**src/rtl/sram_packet_master.sv**
```systemverilog
// Host-side initiator for the SRAM packet protocol: one command in flight,
// builds the request packet and returns exactly one completion per command.
module sram_packet_master #(
  parameter int unsigned ADDR_WIDTH     = 8,
  parameter int unsigned DATA_WIDTH     = 32,
  parameter int unsigned PACKET_WIDTH   = 8 + ADDR_WIDTH + DATA_WIDTH,
  parameter int unsigned WRITE_LAT      = 3,
  parameter int unsigned TIMEOUT_CYCLES = 16
) (
  input  logic                    clk,
  input  logic                    rst,
  input  logic                    cmd_valid,
  output logic                    cmd_ready,
  input  logic                    cmd_write,
  input  logic [ADDR_WIDTH-1:0]   cmd_addr,
  input  logic [DATA_WIDTH-1:0]   cmd_wdata,
  output logic [PACKET_WIDTH-1:0] packet_out,
  output logic                    packet_valid,
  input  logic [PACKET_WIDTH-1:0] resp_packet,
  input  logic                    resp_valid,
  output logic                    rsp_valid,
  output logic                    rsp_write,
  output logic [ADDR_WIDTH-1:0]   rsp_addr,
  output logic [DATA_WIDTH-1:0]   rsp_rdata,
  output logic                    rsp_timeout,
  output logic [7:0]              stray_cnt
);

  localparam int unsigned MAX_WAIT = (WRITE_LAT > TIMEOUT_CYCLES) ? WRITE_LAT : TIMEOUT_CYCLES;
  localparam int unsigned CNT_W    = $clog2(MAX_WAIT + 1);
  localparam logic [7:0]  HDR_RD   = 8'hAA;
  localparam logic [7:0]  HDR_WR   = 8'hBB;

  typedef enum logic [1:0] {IDLE, WR_WAIT, RD_WAIT} state_t;

  state_t                  state_q, state_d;
  logic [CNT_W-1:0]        cnt_q, cnt_d;
  logic [ADDR_WIDTH-1:0]   addr_q, addr_d;
  logic                    cmd_ready_d, packet_valid_d, rsp_valid_d;
  logic                    rsp_write_d, rsp_timeout_d;
  logic [PACKET_WIDTH-1:0] packet_out_d;
  logic [ADDR_WIDTH-1:0]   rsp_addr_d;
  logic [DATA_WIDTH-1:0]   rsp_rdata_d;
  logic [7:0]              stray_cnt_d;
  logic                    resp_hit;

  // The response address field carries no information for the master.
  logic resp_addr_unused;
  assign resp_addr_unused = ^resp_packet[PACKET_WIDTH-9:DATA_WIDTH];

  assign resp_hit = (state_q == RD_WAIT) && resp_valid &&
                    (resp_packet[PACKET_WIDTH-1 -: 8] == HDR_RD);

  // Next-state and next-output logic; cnt_q holds the number of the upcoming edge.
  always_comb begin
    state_d        = state_q;
    cnt_d          = cnt_q;
    addr_d         = addr_q;
    cmd_ready_d    = cmd_ready;
    packet_out_d   = packet_out;
    packet_valid_d = 1'b0;
    rsp_valid_d    = 1'b0;
    rsp_write_d    = rsp_write;
    rsp_addr_d     = rsp_addr;
    rsp_rdata_d    = rsp_rdata;
    rsp_timeout_d  = rsp_timeout;
    stray_cnt_d    = stray_cnt;

    if (resp_valid && !resp_hit && (stray_cnt != 8'hFF)) begin
      stray_cnt_d = stray_cnt + 8'd1;
    end

    case (state_q)
      IDLE: begin
        if (cmd_valid && cmd_ready) begin
          addr_d         = cmd_addr;
          packet_valid_d = 1'b1;
          cmd_ready_d    = 1'b0;
          cnt_d          = CNT_W'(1);
          if (cmd_write) begin
            packet_out_d = PACKET_WIDTH'({HDR_WR, cmd_addr, cmd_wdata});
            state_d      = WR_WAIT;
          end else begin
            packet_out_d = PACKET_WIDTH'({HDR_RD, cmd_addr, {DATA_WIDTH{1'b0}}});
            state_d      = RD_WAIT;
          end
        end
      end
      WR_WAIT: begin
        if (cnt_q == CNT_W'(WRITE_LAT)) begin
          rsp_valid_d   = 1'b1;
          rsp_write_d   = 1'b1;
          rsp_timeout_d = 1'b0;
          rsp_addr_d    = addr_q;
          rsp_rdata_d   = '0;
          cmd_ready_d   = 1'b1;
          state_d       = IDLE;
        end else begin
          cnt_d = cnt_q + CNT_W'(1);
        end
      end
      RD_WAIT: begin
        // A response on the expiry edge still wins over the timeout.
        if (resp_hit) begin
          rsp_valid_d   = 1'b1;
          rsp_write_d   = 1'b0;
          rsp_timeout_d = 1'b0;
          rsp_addr_d    = addr_q;
          rsp_rdata_d   = resp_packet[DATA_WIDTH-1:0];
          cmd_ready_d   = 1'b1;
          state_d       = IDLE;
        end else if (cnt_q == CNT_W'(TIMEOUT_CYCLES)) begin
          rsp_valid_d   = 1'b1;
          rsp_write_d   = 1'b0;
          rsp_timeout_d = 1'b1;
          rsp_addr_d    = addr_q;
          rsp_rdata_d   = '0;
          cmd_ready_d   = 1'b1;
          state_d       = IDLE;
        end else begin
          cnt_d = cnt_q + CNT_W'(1);
        end
      end
      default: begin
        state_d     = IDLE;
        cmd_ready_d = 1'b1;
      end
    endcase
  end

  // State and output registers.
  always_ff @(posedge clk) begin
    if (rst) begin
      state_q      <= IDLE;
      cnt_q        <= '0;
      addr_q       <= '0;
      cmd_ready    <= 1'b1;
      packet_out   <= '0;
      packet_valid <= 1'b0;
      rsp_valid    <= 1'b0;
      rsp_write    <= 1'b0;
      rsp_addr     <= '0;
      rsp_rdata    <= '0;
      rsp_timeout  <= 1'b0;
      stray_cnt    <= '0;
    end else begin
      state_q      <= state_d;
      cnt_q        <= cnt_d;
      addr_q       <= addr_d;
      cmd_ready    <= cmd_ready_d;
      packet_out   <= packet_out_d;
      packet_valid <= packet_valid_d;
      rsp_valid    <= rsp_valid_d;
      rsp_write    <= rsp_write_d;
      rsp_addr     <= rsp_addr_d;
      rsp_rdata    <= rsp_rdata_d;
      rsp_timeout  <= rsp_timeout_d;
      stray_cnt    <= stray_cnt_d;
    end
  end

endmodule

```
**config.mk**
```make
export PLATFORM = sky130hd
export DESIGN_NAME = sram_packet_master
export DESIGN_NICKNAME = d
export VERILOG_FILES = /design/src/rtl/sram_packet_master.sv
export SDC_FILE = /design/constraint.sdc
export NUM_CORES = 1
export LEC_CHECK = 0
export BUFFER_PORTS_ARGS = -buffer_cell sky130_fd_sc_hd__buf_2
export CORE_ASPECT_RATIO = 0.8
export CORE_UTILIZATION = 46
export CTS_CLUSTER_DIAMETER = 100
export DETAILED_ROUTE_END_ITERATION = 6
export PLACE_DENSITY_LB_ADDON = 0.08
export SLEW_MARGIN = 10
export SYNTH_ARGS = -nofsm -noshare
export SYNTH_HDL_FRONTEND = slang
export SYNTH_SLANG_ARGS = --single-unit
```
**constraint.sdc**
```tcl
create_clock -name clk -period 2.55 [get_ports clk]
set_clock_uncertainty 0.2 [all_clocks]
set_input_delay 0.1275 -clock clk [delete_from_list [all_inputs] [get_ports clk]]
set_output_delay 0.1275 -clock clk [all_outputs]
set_load 0.1 [all_outputs]
```
==> flow_summary.toml <==
[final_layout]
final_net_count = 770
drive_gt1_share_pct = 31.9
area_growth_pct = 47.1
multi_input_area_um2 = 1740
ff_latch_area_um2 = 2040
nFillCells = 666
diodes = 0

[timing]
tightest_slew_ps = 728
finalSetupViolCount = 0
layout_min_cycle_time_ps = 2300
drv_slew = 0
finalHoldViolations = 0
max_clock_freq_mhz = 435
fin_crit_sh_pct = 90.1
grt_setup_unrepaired = "false"
slew_headroom_pct = 51.4
setup_tns_ps = 0
whs_ps = 34.2

[clock_network]
path_clk_slew_ps = 90
cts.path.max_buffers = 2
cts_root_buf = "clkbuf_8"
post-cts-setup-buffers = 0
cts_tree = "built"
cts_sinks = 102
cts_buffers = 9
cts_max_level = 3
insertion_delay_ps = 360

[placed_design]
portBuffers = 183
place.gp.congestion = 0.738
hpwl_um = 7130

[global_routing]
overflow = 0
grt_max_degree = 41
antenna_found_initial = 0
grt_first_pass_wirelength_um = 18300
grtUsageTotal_pct = 25.4
grt_pass1_vias = 3899

[worst_setup_path]
cpPeakStageDelay_ps = 450
endpoint_kind = "flip-flop"
r2r-end = "rsp_addr[3]"
critPathBufInv = 2
rrSetupSlack_ps = 250
path_max_fanout = 14
r2r_cells = 7
cpMaxStageDelayCell = "a311o_2"
crit_type = "reg2reg"
crit_chain = "inv_1, ha_1, nor4bb_2, a311o_2, buf_4, and2_1, a31o_1"
cp.arrival_ps = 2360
critPathTopFamily = "compound AO/OA/AOI/OAI gates"
cp_data_required_time_ps = 2610
r2r_start = "cnt_q[0]"
start_kind = "flip-flop"

[detailed_routing]
routed_via_density = 5.22
num_vias = 4107
drtAntennaViolNets = 0
drc_errors = 0
first_pass_iters = 4
totalWireLength_um = 11800
routedWlPerCell_um = 15.0
drt_iter0_markers = 212

[yosys]
synthArstFlopShare_pct = 0
muxShareOfSynthArea_pct = 1.09
synth_edf_count = 0
yosysSeqAreaShare_pct = 50.9
synth_compound_area_share_pct = 21.5
synthSimpleGateAreaFrac_pct = 17.9
synth_top_area_share_pct = 50.9
yosys-top-cells-count = "dfxtp_1 (102), nand2_1 (67), a21oi_1 (52)"
synthAdderAreaFrac_pct = 2.18
synth_area_leaders = "dfxtp_1 (51%), a22o_1 (7.0%), a21oi_1 (6.5%)"
avgSynthCellArea_um2 = 9.28
yosysWarnings = 0
ys_ff_latch = 102
synthXorXnorAreaFrac_pct = 0
yosys.area.top_type = "dfxtp_1"
yosysMostFrequentCell = "dfxtp_1"
synthCells = 432
synth.distinct_cells = 52
synth_flop_cell = "dfxtp_1"
synth_top_family_by_area = "compound AO/OA/AOI/OAI gates"
mappedNetlistArea_um2 = 4010

[power_and_ir_drop]
clockPowerShare_pct = 21.8
internal_power_w = 0.00282
power_density_nw_per_um2 = 865
comb_power_share_pct = 42.5
p_sw_w = 0.00228
leakagePower_nw = 2.71
switching_share_pct = 44.8
seq_power_share_pct = 35.7
irDropWorstVdd_mv = 0.531

[floorplan]
start_util_pct = 47.3
dieHeight_um = 85.5
num_io_pins = 194
die-area_um2 = 9090
num_rows = 30
dieWidth_um = 106
core_um2 = 8480

[hold_path]
hold-path-cell-count = 4
holdPathEnd = "addr_q[4]"
hp-class = "in2reg"
hp-start = "cmd_valid"

[outcome]
status = "finished, final reports clean"

[flow_run]
cap_violations = 0
==> power by group through the flow <==
stage | clock network, W | logic, W | registers [W]
3_3_place_gp | 0 | 0.00202 | 0.00185
3_5_place_dp | 0 | 0.00204 | 0.00185
6_report | 0.00111 | 0.00217 | 0.00182
2_1_floorplan | 0 | 0.000888 | 0.00264
5_1_grt | 0.00121 | 0.00229 | 0.00184
4_1_cts | 0.00114 | 0.00213 | 0.00182
==> worst max path at each step <==
stage | from | end | slack [ps] | cells after the start
6_report | cnt_q[0] | rsp_addr[3] | 250 | 7
5_1_grt | state_q[0] | rsp_rdata[26] | 160 | 6
4_1_cts | cnt_q[0] | rsp_rdata[7] | 70 | 6
3_5_place_dp | cnt_q[0] | rsp_rdata[7] | 100 | 6
3_3_place_gp | cnt_q[0] | rsp_rdata[26] | 170 | 6
2_1_floorplan | stray_cnt[0] | stray_cnt[5] | 60 | 6
==> state kept, by name, summed over array words and instances, names as in the netlist <==
signal / flops
addr_q: 7
cmd_ready: 1
cnt_q: 5
packet_out: 35
packet_valid: 1
rsp_addr: 8
rsp_rdata: 32
rsp_timeout: 1
rsp_valid: 1
rsp_write: 1
state_q: 2
stray_cnt: 8
==> through the flow <==
step	power [W]	util, %	cell area (um^2)	instances	setup WS, ps
after global routing	0.00534	69.5	5900	787	155
final	0.00510	69.5	5900	787	252
after CTS	0.00509	69.3	5880	786	73.5
after detailed placement	0.00390	58.2	4930	697	101
after global placement	0.00386	58.2	4930	697	173
after floorplan	0.00353	-	4010	433	61.4
==> layer usage <==
layer | track usage, % | part of all wire, % | vias up
met5 | 0 | 0 | -
met4 | 9.47 | 2.0 | 0
met1 | 31.1 | 42 | 1914
met2 | 42.4 | 49 | 159
met3 | 7.90 | 6.9 | 22
li1 | - | - | 2012
==> cells by family (layout without fill, tap and decap cells) <==
family,Yosys count,after routing
mux,4,4
compound gates,121,122
buf+inv,52,293
simple gates,145,145
flops,102,102
other cells,1,2
fa+ha+maj,7,7
==> what timing repair did <==
action	CTS	global route
hold buffers	73	0
hold endpoints to repair	73	0
resized for setup	0	1
endpoints found under the setup margin	0	31
==> worst register-to-register path, delay by kind of cell (launching register included) <==
family | cells | cell delay [ps]
fa+ha+maj | 1 | 190
flops | 1 | 380
simple gates | 2 | 450
compound gates | 2 | 700
buf+inv | 2 | 280
==> cell usage in the layout (no fill, tap or decap), drive strengths merged, types with 3 or more instances in the layout <==
cell type / count
nand3: 38
o21ai: 7
and2: 3
a41o: 4
buf: 192
and3: 5
dlygate4sd3: 73
nand4: 7
dfxtp: 102
nand2: 67
ha: 7
nor3: 3
o41ai: 5
inv: 12
clkbuf: 13
a22o: 32
a21oi: 54
mux2: 3
nor2: 9
a31o: 4
==> layout make-up <==
class / instances / area share [%]
Clock buffer: 13 / 2.52
Clock inverter: 3 / 1.15
Inverter: 12 / 0.764
Multi-Input combinational cell: 280 / 29.5
Sequential cell: 102 / 34.6
Tap cell: 112 / 2.38
Timing Repair Buffer: 265 / 29.1
(Power assumes the default switching activity.)
